--- src/rtl/outdev_arbiter_if.sv ---
// outdev_arbiter_if
// Bundles the two requester ports and the output-device bus of outdev_arbiter.
//   slave  : arbiter side (takes requests and dev_dout, drives grants/done/err/rdata and the device bus)
//   master : requester/device side (drives requests and dev_dout, observes the rest)
// Requester signals: req*, we*, addr*[3:2], wdata*, gnt*, done*, err*, rdata*
// Device signals   : dev_en, dev_addr[3:2], dev_din, dev_dout
interface outdev_arbiter_if;
    logic        req0;
    logic        req1;
    logic        we0;
    logic        we1;
    logic [3:2]  addr0;
    logic [3:2]  addr1;
    logic [31:0] wdata0;
    logic [31:0] wdata1;
    logic        gnt0;
    logic        gnt1;
    logic        done0;
    logic        done1;
    logic        err0;
    logic        err1;
    logic [31:0] rdata0;
    logic [31:0] rdata1;
    logic        dev_en;
    logic [3:2]  dev_addr;
    logic [31:0] dev_din;
    logic [31:0] dev_dout;

    modport slave (
        input  req0, req1, we0, we1, addr0, addr1, wdata0, wdata1, dev_dout,
        output gnt0, gnt1, done0, done1, err0, err1, rdata0, rdata1,
               dev_en, dev_addr, dev_din
    );

    modport master (
        output req0, req1, we0, we1, addr0, addr1, wdata0, wdata1, dev_dout,
        input  gnt0, gnt1, done0, done1, err0, err1, rdata0, rdata1,
               dev_en, dev_addr, dev_din
    );
endinterface

--- src/rtl/outdev_arbiter.sv ---
// outdev_arbiter
// Two-master arbiter that serialises single-word read/write transactions onto
// the output device bus (word offsets 0 and 1 are legal, 2 and 3 are rejected).
// Each transaction runs IDLE -> ACC -> DONE, one cycle each, ending in a done pulse.
// Ports:
//   clk   : system clock, rising edge
//   rst_n : synchronous active-low reset
//   bus   : outdev_arbiter_if.slave (requester 0 = CPU path, requester 1 = secondary master)
// Configuration:
//   OUTDEV_ARB_RR_EN defined   -> round-robin on ties (requester not granted last wins)
//   OUTDEV_ARB_RR_EN undefined -> fixed priority, requester 0 wins ties
module outdev_arbiter (
    input  logic              clk,
    input  logic              rst_n,
    outdev_arbiter_if.slave   bus
);
    typedef enum logic [1:0] {IDLE, ACC, DONE} state_t;

    state_t      state_q;
    state_t      state_d;
    logic        owner_q;
    logic        we_q;
    logic        err_q;
    logic        dev_en_q;
    logic [3:2]  dev_addr_q;
    logic [31:0] dev_din_q;
    logic [31:0] rdata0_q;
    logic [31:0] rdata1_q;

    logic        any_req;
    logic        win;
    logic        sel_we;
    logic [3:2]  sel_addr;
    logic [31:0] sel_wdata;
    logic [31:0] rd_val;

    assign any_req = bus.req0 | bus.req1;

`ifdef OUTDEV_ARB_RR_EN
    logic last_q;
    // On a tie the requester that was not granted last wins.
    assign win = (bus.req0 & bus.req1) ? ~last_q : bus.req1;
`else
    assign win = ~bus.req0;
`endif

    always_comb begin
        sel_we    = bus.we0;
        sel_addr  = bus.addr0;
        sel_wdata = bus.wdata0;
        if (win) begin
            sel_we    = bus.we1;
            sel_addr  = bus.addr1;
            sel_wdata = bus.wdata1;
        end
    end

    // Addresses 2 and 3 are illegal: they read back as zero.
    assign rd_val = err_q ? '0 : bus.dev_dout;

    always_comb begin
        state_d = state_q;
        case (state_q)
            IDLE:    if (any_req) state_d = ACC;
            ACC:     state_d = DONE;
            DONE:    state_d = IDLE;
            default: state_d = IDLE;
        endcase
    end

    always_ff @(posedge clk) begin
        if (!rst_n) state_q <= IDLE;
        else        state_q <= state_d;
    end

    always_ff @(posedge clk) begin
        if (!rst_n) begin
            owner_q    <= 1'b0;
            we_q       <= 1'b0;
            err_q      <= 1'b0;
            dev_en_q   <= 1'b0;
            dev_addr_q <= '0;
            dev_din_q  <= '0;
            rdata0_q   <= '0;
            rdata1_q   <= '0;
`ifdef OUTDEV_ARB_RR_EN
            last_q     <= 1'b1;
`endif
        end else begin
            case (state_q)
                IDLE: begin
                    if (any_req) begin
                        owner_q    <= win;
                        we_q       <= sel_we;
                        err_q      <= sel_addr[3];
                        // Illegal addresses never assert the device write enable.
                        dev_en_q   <= sel_we & ~sel_addr[3];
                        dev_addr_q <= sel_addr;
                        dev_din_q  <= sel_wdata;
`ifdef OUTDEV_ARB_RR_EN
                        last_q     <= win;
`endif
                    end
                end
                ACC: begin
                    dev_en_q <= 1'b0;
                    if (!we_q) begin
                        if (owner_q) rdata1_q <= rd_val;
                        else         rdata0_q <= rd_val;
                    end
                end
                default: dev_en_q <= 1'b0;
            endcase
        end
    end

    assign bus.gnt0     = (state_q != IDLE) & ~owner_q;
    assign bus.gnt1     = (state_q != IDLE) &  owner_q;
    assign bus.done0    = (state_q == DONE) & ~owner_q;
    assign bus.done1    = (state_q == DONE) &  owner_q;
    assign bus.err0     = bus.done0 & err_q;
    assign bus.err1     = bus.done1 & err_q;
    assign bus.rdata0   = rdata0_q;
    assign bus.rdata1   = rdata1_q;
    assign bus.dev_en   = dev_en_q;
    assign bus.dev_addr = dev_addr_q;
    assign bus.dev_din  = dev_din_q;
endmodule
--- src/flat_wrapper.sv ---
// flat-port wrapper written by rule: the top's interface ports become plain ports
module outdev_arbiter_flat 
  (clk, rst_n, bus_req0, bus_req1, bus_we0, bus_we1, bus_addr0, bus_addr1, bus_wdata0, bus_wdata1, bus_dev_dout, bus_gnt0, bus_gnt1, bus_done0, bus_done1, bus_err0, bus_err1, bus_rdata0, bus_rdata1, bus_dev_en, bus_dev_addr, bus_dev_din);
  outdev_arbiter_if bus_i ();
  input  logic clk;
  input  logic rst_n;
  input wire logic [$bits(bus_i.req0)-1:0] bus_req0;
  input wire logic [$bits(bus_i.req1)-1:0] bus_req1;
  input wire logic [$bits(bus_i.we0)-1:0] bus_we0;
  input wire logic [$bits(bus_i.we1)-1:0] bus_we1;
  input wire logic [$bits(bus_i.addr0)-1:0] bus_addr0;
  input wire logic [$bits(bus_i.addr1)-1:0] bus_addr1;
  input wire logic [$bits(bus_i.wdata0)-1:0] bus_wdata0;
  input wire logic [$bits(bus_i.wdata1)-1:0] bus_wdata1;
  input wire logic [$bits(bus_i.dev_dout)-1:0] bus_dev_dout;
  output wire logic [$bits(bus_i.gnt0)-1:0] bus_gnt0;
  output wire logic [$bits(bus_i.gnt1)-1:0] bus_gnt1;
  output wire logic [$bits(bus_i.done0)-1:0] bus_done0;
  output wire logic [$bits(bus_i.done1)-1:0] bus_done1;
  output wire logic [$bits(bus_i.err0)-1:0] bus_err0;
  output wire logic [$bits(bus_i.err1)-1:0] bus_err1;
  output wire logic [$bits(bus_i.rdata0)-1:0] bus_rdata0;
  output wire logic [$bits(bus_i.rdata1)-1:0] bus_rdata1;
  output wire logic [$bits(bus_i.dev_en)-1:0] bus_dev_en;
  output wire logic [$bits(bus_i.dev_addr)-1:0] bus_dev_addr;
  output wire logic [$bits(bus_i.dev_din)-1:0] bus_dev_din;
  assign bus_i.req0 = bus_req0;
  assign bus_i.req1 = bus_req1;
  assign bus_i.we0 = bus_we0;
  assign bus_i.we1 = bus_we1;
  assign bus_i.addr0 = bus_addr0;
  assign bus_i.addr1 = bus_addr1;
  assign bus_i.wdata0 = bus_wdata0;
  assign bus_i.wdata1 = bus_wdata1;
  assign bus_i.dev_dout = bus_dev_dout;
  assign bus_gnt0 = bus_i.gnt0;
  assign bus_gnt1 = bus_i.gnt1;
  assign bus_done0 = bus_i.done0;
  assign bus_done1 = bus_i.done1;
  assign bus_err0 = bus_i.err0;
  assign bus_err1 = bus_i.err1;
  assign bus_rdata0 = bus_i.rdata0;
  assign bus_rdata1 = bus_i.rdata1;
  assign bus_dev_en = bus_i.dev_en;
  assign bus_dev_addr = bus_i.dev_addr;
  assign bus_dev_din = bus_i.dev_din;
  outdev_arbiter u_core (.clk(clk), .rst_n(rst_n), .bus(bus_i));
endmodule
--- config.mk ---
export PLATFORM = sky130hd
export DESIGN_NAME = outdev_arbiter_flat
export DESIGN_NICKNAME = d
export VERILOG_FILES = /design/src/rtl/outdev_arbiter_if.sv /design/src/rtl/outdev_arbiter.sv /design/src/flat_wrapper.sv
export SDC_FILE = /design/constraint.sdc
export NUM_CORES = 1
export LEC_CHECK = 0
export BUFFER_PORTS_ARGS = -buffer_cell sky130_fd_sc_hd__buf_2
export CORE_MARGIN = 2
export CORE_UTILIZATION = 38
export DETAILED_ROUTE_END_ITERATION = 7
export GPL_TIMING_DRIVEN = 0
export PLACE_DENSITY_LB_ADDON = 0.05
export SYNTH_ARGS = -nofsm -noshare
export SYNTH_HDL_FRONTEND = slang
export SYNTH_SLANG_ARGS = --single-unit
--- constraint.sdc ---
create_clock -name clk -period 4.15 [get_ports clk]
set_input_delay 0.415 -clock clk [delete_from_list [all_inputs] [get_ports clk]]
set_output_delay 0.415 -clock clk [all_outputs]
set_load 0.01 [all_outputs]
# After elaboration in Yosys (flattened, before gate mapping)
# Index checks and enable logic that the tools add are counted.
[classes] shift=0 n_div=0 bitwise=12 n_reduce_logical=6 addsub=0 muxes=6 magnitude_cmp=0 n_eq_ne=3 multipliers=0
[ops] op="32-bit two-way mux" count=2
[ops] op="1-bit bitwise AND" count=7
[ops] op="3-bit AND reduction" count=2
[ops] op="2-bit two-way mux" count=2
[ops] op="1-bit inverter" count=4
[ops] op="2-bit case mux with 2 select lines" count=1
[ops] op="2-bit AND reduction" count=2
[ops] op="2-bit by 1-bit equality test with 1-bit output, second input constant" count=1
[ops] op="2-bit equality test, second input constant" count=1
[ops] op="2-bit logical NOT" count=1
[ops] op="2-bit by 1-bit inequality test with 1-bit output, second input constant" count=1
[ops] op="2-bit nonzero test" count=1
[ops] op="1-bit two-way mux" count=1
[ops] op="1-bit OR" count=1
[word_totals] latch_bits=0 mem_count=0 mem_bits_rw=0 romBits=0 word_cells=36 reg_bits=104

# Logic depth before layout (Yosys ltp)
# Gate-level depths: netlist (run 1).
[depth] ltp_word=3 mapped_depth=5 ltp_nobuf=3

# Least setup slack after synthesis (run 1)
# Ideal clock, no wire load.
[synth_path] path_type="flip-flop to flip-flop" start="reg u_core.owner_q" end="reg u_core.rdata0_q[10], in the netlist u_core.bus.rdata0[10]" path_slack_ns=2.756 stages_incl_launch_ff=6 arrival_ns=1.279 setup_time_ns=0.115 period_less_slack_ns=1.394 path_cell_list="dfxtp_1 -> or4b_1 -> buf_6 -> buf_6 -> nand3_1 -> o21ai_2"
[synth_via] elab_chain_cells=2
[synth_lines] item="start: declaration" line="outdev_arbiter.sv:21" rtl="logic owner_q;"
[synth_lines] item="start signal: assignment" line="outdev_arbiter.sv:93" rtl="owner_q <= win;"
[synth_lines] item="1-bit inverter"
[synth_lines] item="3-bit AND reduction (no source line)"
[synth_lines] item="end signal: assignment" line="outdev_arbiter.sv:109" rtl="else rdata0_q <= rd_val;"
[synth_lines] item="end: declaration" line="outdev_arbiter.sv:27" rtl="logic [31:0] rdata0_q;"
# Every way passes these cells.
# A chain may end at the register's enable or synchronous reset.

# Worst setup path after layout (run 1)
[layout_path] start="reg u_core.state_q[1]" end="out bus_gnt1"
[layout_via] elab_chain_cells=2
[layout_lines] item="start: declaration" line="outdev_arbiter.sv:19" rtl="state_t state_q;"
[layout_lines] item="start signal: assignment" line="outdev_arbiter.sv:73" rtl="else state_q <= state_d;"
[layout_lines] item="2-bit nonzero test" line="outdev_arbiter.sv:118" rtl="assign bus.gnt1 = (state_q != IDLE) & owner_q;"
[layout_lines] item="1-bit bitwise AND" line="outdev_arbiter.sv:118"
[layout_lines] item="end: declaration" line="flat_wrapper.sv:17" rtl="output wire logic [$bits(bus_i.gnt1)-1:0] bus_gnt1;"
# Every way passes these cells.

==> results.sh, run 1 <==
export IMPL_cp_required_ns=3.73
export IMPL_finalCriticalPeriod_ns=2.04
export IMPL_synth_top_cell_area_share_pct=48.1
export IMPL_areaGrowthSynthToFinish_pct=35.6
export IMPL_syn_inst=438
export IMPL_hold_ws_ns=0.347
export IMPL_tns_ns=0
export IMPL_period_share_pct=49.3
export IMPL_yosysUniqueCellTypes=25
export IMPL_ctsHoldBuffers=0
export IMPL_track_usage_pct=20.1
export IMPL_drc=0
export IMPL_cts_buffers_inserted=9
export IMPL_power_density_nw_per_um2=408
export IMPL_crit_fanout=10
export IMPL_setup_worst_path_start_class="register"
export IMPL_cp_end_kind="primary output"
export IMPL_dp_hpwl_mm=9.39
export IMPL_clk_pin_slew_ns=0.07
export IMPL_firstDrtPassIters=4
export IMPL_io_pins=211
export IMPL_ys_ff_latch=103
export IMPL_fin_util_pct=53.2
export IMPL_hold_viol=0
export IMPL_synth_area_leaders="dfxtp_1 (48%), mux2i_1 (8.2%), nand3_1 (6.5%)"
export IMPL_ys_warn_count=0
export IMPL_slew_headroom_pct=58.3
export IMPL_fp_coreArea_um2=10900
export IMPL_post_drt_wl_per_cell_um=15.2
export IMPL_p_leak_nw=2.67
export IMPL_rsz0062_at_grt="no"
export IMPL_setup_worst_path_start="u_core.state_q[1]"
export IMPL_yosysTopAreaCell="dfxtp_1"
export IMPL_p_int_mw=1.72
export IMPL_grt_pass1_vias=3807
export IMPL_slew_violations=0
export IMPL_overflow=0
export IMPL_gp_congestion=0.763
export IMPL_cts_buffer_depth=2
export IMPL_swShare_pct=27.3
export IMPL_setup_viol=0
export IMPL_die_area_um2=12100
export IMPL_cts_sinks=103
export IMPL_hp_class="input pin to register"
export IMPL_finClkSkew_ns=0.00855
export IMPL_die_h_um=110
export IMPL_grt_pass1_wl_mm=18.9
export IMPL_cts_resized_gates=0
export IMPL_tightest_slew_ns=0.626
export IMPL_met3_usage_pct=4.06
export IMPL_clk_insertion_delay_late_ns=0.34
export IMPL_peakVddDrop_uv=244
export IMPL_r2r_start="u_core.state_q[1]"
export IMPL_grt_busiest_layer="met2"
export IMPL_avgViaCountPerCell=5.05
export IMPL_pwr_share_clk_pct=36.4
export IMPL_clock_root_buffer="clkbuf_16"
export IMPL_layout_common_cells="buf_2 (219), dfxtp_1 (103), nand3_1 (56)"
export IMPL_grt_max_degree=18
export IMPL_htree_levels=3
export IMPL_min_from="bus_we0"
export IMPL_worstPathArrival_ns=1.63
export IMPL_dpl_cell_area_um2=5510
export IMPL_wl_mm=12.2
export IMPL_drtIter0Drc=133
export IMPL_grt_use_met1_pct=24.4
export IMPL_max_freq_mhz=489
export IMPL_syn_area_um2=4290
export IMPL_p_sw_mw=0.647
export IMPL_vias=4056
export IMPL_initial_core_util_pct=39.2
export IMPL_row_count=38
export IMPL_port_buffers=209
export IMPL_dieWidth_um=110
export IMPL_antenna_found_initial=0
export IMPL_final_common_cell="buf_2"
export IMPL_layout_nets=764
export IMPL_drive_above_1_share_pct=42.8
export IMPL_critPathKind="register to primary output"
export IMPL_synth_edf_count=0
export IMPL_seqPwrFrac_pct=46.0
export IMPL_final_antenna_net_count=0
export IMPL_comb_power_share_pct=17.6
export IMPL_async_reset_ff_share_pct=0
export IMPL_outcome="completed"
export IMPL_avgSynthCellArea_um2=9.79
export IMPL_post_cts_repair_setup_buffers=0
export IMPL_post_route_cell_area_um2=5820
export IMPL_cap_violations=0
export IMPL_num_antenna_cells=0
export IMPL_yosysSeqAreaShare_pct=48.1
export IMPL_use_met2_pct=35.0
export IMPL_synth_flop_cell="dfxtp_1"
export IMPL_cts_tree="done"
export IMPL_syn_nets=544
[cells in the mapped netlist, types with 7 or more instances]
cell	count
mux2i_1	35
buf_2	10
o21ai_2	32
clkbuf_1	19
nand3_1	56
buf_6	7
buf_1	10
nand3_2	8
nand3b_1	32
a211oi_1	37
a21oi_1	36
o21ai_0	32
dfxtp_1	103
[state kept, by name, summed over array words and instances, names as in the netlist]
register	flops
u_core.owner_q	1
u_core.bus.rdata1	32
u_core.we_q	1
u_core.state_q	2
u_core.bus.rdata0	32
u_core.bus.dev_din	32
u_core.bus.dev_addr	2
u_core.bus.dev_en	1
[cell type report]
class | instances | area (um^2)
buffer | 48 | 253
clock buffer | 11 | 243
clock inverter | 5 | 63.8
fill | 1076 | 5120
inverter | 1 | 3.75
multi-input combinational | 286 | 1970
sequential | 103 | 2060
tap | 140 | 175
timing repair buffer | 209 | 1050
[worst max-delay path, stage by stage (launching register included)]
cell,delay (ns)
dfxtp_1,0.34
nor2_1,0.34
clkbuf_1,0.38
nor2b_1,0.08
buf_2,0.15
[logic make-up after synthesis]
kind of cell	count (synthesis)	synth area share (%)
AOI/OAI and AO/OA	138	21.1
buffers and inverters	49	5.98
DFF	103	48.1
muxes	35	8.17
and+or+nand+nor	113	16.6
[path summary, 6_finish.rpt]
path	end	cells past startpoint	slack [ns]
hold / removal	u_core.bus.dev_en	3	0.35
setup / recovery	bus_gnt1	4	2.11
hold reg to reg	u_core.bus.rdata0[24]	2	0.46
setup reg to reg	u_core.bus.dev_din[21]	5	2.63
[through the flow]
stage	power, mW	worst slack, ns	instances
final	2.37	2.11	803
after detailed placement	1.54	2.31	787
after floorplan	1.36	2.76	438
after CTS	2.40	2.04	803
after global placement	1.53	2.34	787
after global routing	2.48	1.98	803
[metal layers]
layer	vias to the layer above	routed length, um
li1	2058	-
met1	1844	5270
met2	140	5920
met3	14	853
met4	0	193
met5	-	0
[power by group through the flow]
stage / clock, mW / sequential [mW] / combinational [mW]
floorplan: 0 / 1.14 / 0.221
finish: 0.863 / 1.09 / 0.416
global route: 0.923 / 1.10 / 0.463
CTS: 0.888 / 1.09 / 0.423
detailed placement: 0 / 1.11 / 0.423
global placement: 0 / 1.11 / 0.417
No activity file was read; power rests on OpenSTA's default activity.
==> run 2: changes to the inputs <==
clock period = 1.7 ns   (was 4.15 ns; I/O delays follow)
==> run 2 against run 1 <==
Net effect: clock skew about the same; combinational power up 150%; highest routed layer unchanged; largest cell class unchanged; sequential power grew 140%; largest power group unchanged; non-clock buffer count unchanged.
==> results.sh, run 2 (same netlist as run 1, synthesis figures left out) <==
export IMPL_gp_congestion=0.763
export IMPL_ff2ff_path_depth=5
export IMPL_fp_coreArea_um2=10900
export IMPL_final_common_cell="buf_2"
export IMPL_p_int_mw=4.21
export IMPL_swShare_pct=27.3
export IMPL_grt_pass1_wl_mm=18.9
export IMPL_peakVddDrop_uv=597
export IMPL_tightest_slew_ns=0.625
export IMPL_cp_end_kind="primary output"
export IMPL_clk_pin_slew_ns=0.07
export IMPL_setup_worst_path_start_class="register"
export IMPL_post_place_cells=787
export IMPL_worstPathArrival_ns=1.42
export IMPL_die_h_um=110
export IMPL_critical_path_max_stage_delay_ns=0.35
export IMPL_seqPwrFrac_pct=46.0
export IMPL_firstDrtPassIters=4
export IMPL_ctsHoldBuffers=0
export IMPL_final_cell_count_no_fill=803
export IMPL_overflow=0
export IMPL_avgViaCountPerCell=5.05
export IMPL_hold_viol=0
export IMPL_tns_ns=0
export IMPL_htree_levels=3
export IMPL_crit_fanout=10
export IMPL_power_density_nw_per_um2=995
export IMPL_comb_power_share_pct=17.6
export IMPL_antenna_found_initial=0
export IMPL_cap_violations=0
export IMPL_slew_headroom_pct=58.3
export IMPL_cts_buffers_inserted=9
export IMPL_clock_root_buffer="clkbuf_16"
export IMPL_wl_mm=12.3
export IMPL_row_count=38
export IMPL_io_pins=211
export IMPL_layout_common_cells="buf_2 (219), dfxtp_1 (102), nand3_1 (56)"
export IMPL_layout_nets=764
export IMPL_whs_path_depth=3
export IMPL_dp_hpwl_mm=9.39
export IMPL_crit_chain="nor2_2, clkbuf_2, nor2b_1, buf_2"
export IMPL_period_share_pct=93.6
export IMPL_fill_cells=1075
export IMPL_pwr_share_clk_pct=36.4
export IMPL_p_leak_nw=2.68
export IMPL_num_antenna_cells=0
export IMPL_post_cts_repair_setup_buffers=0
export IMPL_crit_path_top_delay_cell="dfxtp_1"
export IMPL_cts_buffer_depth=2
export IMPL_grt_max_degree=18
export IMPL_hp_class="input pin to register"
export IMPL_post_drt_wl_per_cell_um=15.3
export IMPL_die_area_um2=12100
export IMPL_cts_tree="done"
export IMPL_setup_viol=0
export IMPL_cts_sinks=103
export IMPL_final_antenna_net_count=0
export IMPL_cp_required_ns=1.53
export IMPL_areaGrowthSynthToFinish_pct=35.8
export IMPL_outcome="completed"
export IMPL_finClkSkew_ns=0.00862
export IMPL_drive_above_1_share_pct=43.4
export IMPL_track_usage_pct=20.1
export IMPL_initial_core_util_pct=39.2
export IMPL_drtIter0Drc=129
export IMPL_max_freq_mhz=628
export IMPL_grt_pass1_vias=3821
export IMPL_drc=0
export IMPL_critPathKind="register to primary output"
export IMPL_dieWidth_um=110
export IMPL_slew_violations=0
export IMPL_clk_insertion_delay_late_ns=0.34
export IMPL_port_buffers=209
export IMPL_p_sw_mw=1.58
export IMPL_finalCriticalPeriod_ns=1.59
export IMPL_rsz0062_at_grt="no"
export IMPL_vias=4057
[run 2: cell counts in the layout (fill, tap and decap cells not counted)]
Identical to the previous run, type by type.
[run 2: cell type report]
cell class | count | area, um^2 | area share (%)
Tap cell | 140 | 175 | 3.01
Clock buffer | 11 | 243 | 4.17
Buffer | 48 | 255 | 4.38
Inverter | 1 | 3.75 | 0.0645
Timing Repair Buffer | 209 | 1050 | 18.0
Sequential cell | 103 | 2060 | 35.4
Clock inverter | 5 | 63.8 | 1.10
Multi-Input combinational cell | 286 | 1970 | 33.9
[run 2: power groups by stage]
| stage | logic [mW] | registers [mW] | clock network (mW) |
|---|---|---|---|
| after floorplan | 0.539 | 2.78 | 0 |
| after global placement | 1.02 | 2.72 | 0 |
| after detailed placement | 1.03 | 2.72 | 0 |
| after CTS | 1.03 | 2.66 | 2.17 |
| after global routing | 1.13 | 2.68 | 2.25 |
| final | 1.02 | 2.66 | 2.11 |
[run 2: stage by stage]
stage / setup slack [ns] / cell area [um^2] / hold WS (ns) / power, mW / utilization (%)
2_1_floorplan: 0.306 / 4290 / 0.327 / 3.31 / -
3_3_place_gp: 0.139 / 5510 / 0.444 / 3.74 / 50.4
3_5_place_dp: 0.107 / 5510 / 0.449 / 3.75 / 50.4
4_1_cts: 0.0628 / 5820 / 0.0943 / 5.87 / 53.2
5_1_grt: 0.0121 / 5820 / 0.104 / 6.07 / 53.2
6_report: 0.109 / 5820 / 0.0997 / 5.79 / 53.2
[run 2: layer usage]
metal | vias to the layer above | GRT usage [%] | wire length [um]
met2 | 142 | 35.1 | 5940
met4 | 0 | 7.32 | 193
met3 | 14 | 4.06 | 867
met5 | - | 0 | 0
met1 | 1842 | 24.4 | 5260
li1 | 2059 | - | -
[run 2: critical path: cells and delay by family (launching register included)]
kind / cells / cell delay [ns]
buf+inv: 2 / 0.41
flops: 1 / 0.35
simple gates: 2 / 0.32
[run 2: path summary, 6_finish.rpt]
check	start	to	slack [ns]
setup reg to reg	u_core.owner_q	u_core.bus.rdata0[21]	0.20
setup / recovery	u_core.state_q[1]	bus_gnt1	0.11
hold reg to reg	u_core.bus.rdata0[24]	u_core.bus.rdata0[24]	0.46
hold / removal	bus_we0	u_core.bus.dev_en	0.1
[run 2: timing repair]
item / 4_1_cts / 5_1_grt
gates resized for setup: 3 / 1
pin swaps: 0 / 0
hold endpoints to repair: 0 / 0
setup endpoints to repair: 4 / 1
==> run 3: changes to the inputs <==
CELL_PAD_IN_SITES_DETAIL_PLACEMENT = 1   (was not set)
CELL_PAD_IN_SITES_GLOBAL_PLACEMENT = 1   (was not set)
CORE_UTILIZATION = 30   (was 38)
==> run 3 against run 2 <==
Net effect: via count rose by 2.5%; non-clock buffer count is the same; sequential power is essentially flat; global-route usage decreased by 1.3 points; flip-flop and latch count is the same; first-iteration DRC count fell by 1.6%; critical endpoint is now bus_err1.
==> results.sh, run 3 (same netlist as run 1, synthesis figures left out) <==
export IMPL_outcome="completed"
export IMPL_initial_core_util_pct=30.8
export IMPL_clk_insertion_delay_late_ns=0.35
export IMPL_port_buffers=209
export IMPL_fin_ws_ns=0.157
export IMPL_reg2reg_slack_ns=0.16
export IMPL_crit_path_top_delay_cell="dfxtp_2"
export IMPL_slew_headroom_pct=58.0
export IMPL_wl_mm=14.2
export IMPL_row_count=43
export IMPL_worstPathArrival_ns=1.37
export IMPL_hold_ws_ns=0.119
export IMPL_final_common_cell="buf_2"
export IMPL_grt_max_degree=16
export IMPL_whs_path_depth=3
export IMPL_cts_buffer_depth=2
export IMPL_post_cts_repair_setup_buffers=0
export IMPL_p_leak_nw=2.71
export IMPL_slew_violations=0
export IMPL_seqPwrFrac_pct=43.9
export IMPL_comb_power_share_pct=17.3
export IMPL_antenna_found_initial=0
export IMPL_pwr_share_clk_pct=38.9
export IMPL_cts_buffers_inserted=9
export IMPL_post_drt_wl_per_cell_um=16.8
export IMPL_die_area_um2=15300
export IMPL_hold_viol=0
export IMPL_tightest_slew_ns=0.629
export IMPL_htree_levels=3
export IMPL_dpl_cell_area_um2=5560
export IMPL_finalCriticalPeriod_ns=1.54
export IMPL_min_to="u_core.bus.rdata0[22]"
export IMPL_critical_path_max_stage_delay_ns=0.43
export IMPL_post_place_ws_ns=0.0310
export IMPL_max_freq_mhz=648
export IMPL_cts_tree="done"
export IMPL_fill_cells=1674
export IMPL_final_antenna_net_count=0
export IMPL_fp_coreArea_um2=13900
export IMPL_setup_worst_path_start_class="register"
export IMPL_r2r_start="u_core.owner_q"
export IMPL_r2r_end="u_core.bus.rdata0[17]"
export IMPL_post_route_cell_area_um2=5920
export IMPL_finalPower_mw=6.08
export IMPL_vias=4159
export IMPL_firstDrtPassIters=4
export IMPL_hp_class="input pin to register"
export IMPL_crit_chain="clkbuf_2, and3_1, buf_2"
export IMPL_num_antenna_cells=0
export IMPL_cap_violations=0
export IMPL_p_sw_mw=1.60
export IMPL_dp_hpwl_mm=10.8
export IMPL_crit_buf_inv=2
export IMPL_cp_required_ns=1.53
export IMPL_ctsHoldBuffers=0
export IMPL_cts_sinks=103
export IMPL_crit_fanout=10
export IMPL_swShare_pct=26.4
export IMPL_grt_pass1_vias=4250
export IMPL_drc=0
export IMPL_cts_resized_gates=3
export IMPL_critPathKind="register to primary output"
export IMPL_min_from="bus_dev_dout[22]"
export IMPL_p_int_mw=4.47
export IMPL_track_usage_pct=18.8
export IMPL_drtIter0Drc=127
export IMPL_layout_nets=764
export IMPL_power_density_nw_per_um2=1030
export IMPL_finClkSkew_ns=0.00680
export IMPL_crit_family="flip-flops"
export IMPL_ff2ff_path_depth=5
export IMPL_io_pins=211
export IMPL_die_h_um=124
export IMPL_rsz0062_at_grt="no"
export IMPL_final_cell_count_no_fill=843
export IMPL_areaGrowthSynthToFinish_pct=38.0
export IMPL_clk_pin_slew_ns=0.07
export IMPL_grt_pass1_wl_mm=22.1
export IMPL_post_place_cells=827
export IMPL_setup_viol=0
export IMPL_cp_end_kind="primary output"
export IMPL_dieWidth_um=124
export IMPL_gp_congestion=0.768
export IMPL_tns_ns=0
export IMPL_drive_above_1_share_pct=43.7
export IMPL_peakVddDrop_uv=459
export IMPL_avgViaCountPerCell=4.93
export IMPL_fin_util_pct=42.5
export IMPL_period_share_pct=90.7
export IMPL_layout_common_cells="buf_2 (220), dfxtp_1 (101), nand3_1 (56)"
export IMPL_overflow=0
export IMPL_clock_root_buffer="clkbuf_16"
-- run 3: layout make-up --
cell class	instances	area, um^2	share of cell area [%]
Clock buffer	14	284	4.80
Tap cell	180	225	3.81
Clock inverter	2	60.1	1.01
Multi-Input combinational cell	286	1980	33.4
Buffer	48	255	4.31
Inverter	1	3.75	0.0634
Sequential cell	103	2060	34.9
Timing Repair Buffer	209	1050	17.7
-- run 3: power by group through the flow --
stage                     sequential, mW  combinational, mW  clock, mW
after floorplan                     2.78              0.539          0
after global placement              2.71               1.04          0
after detailed placement            2.72               1.06          0
after CTS                           2.66               1.07       2.43
after global routing                2.68               1.16       2.52
final                               2.67               1.05       2.36
-- run 3: worst max path at each step --
stage	from	endpoint	slack (ns)	depth (start not counted)
global placement	rst_n	u_core.bus.rdata0[19]	0.08	5
finish	u_core.bus.dev_addr[3]	bus_err1	0.16	3
CTS	u_core.bus.dev_addr[3]	bus_err1	0.001	3
detailed placement	rst_n	u_core.bus.rdata0[17]	0.03	5
floorplan	u_core.owner_q	u_core.bus.rdata0[10]	0.31	5
global route	u_core.state_q[1]	bus_err0	0.05	4
-- run 3: tightest hold or removal path: stages --
cell and delay, ns:
buf_2 0.10, nand3b_1 0.10, o21ai_2 0.05
-- run 3: layer usage --
layer | GRT usage (%) | vias up | routed length (um)
met5 | 0 | - | 0
met4 | 6.18 | 0 | 227
met3 | 5.26 | 15 | 937
met2 | 32.1 | 140 | 6990
met1 | 22.8 | 1959 | 6050
li1 | - | 2045 | -
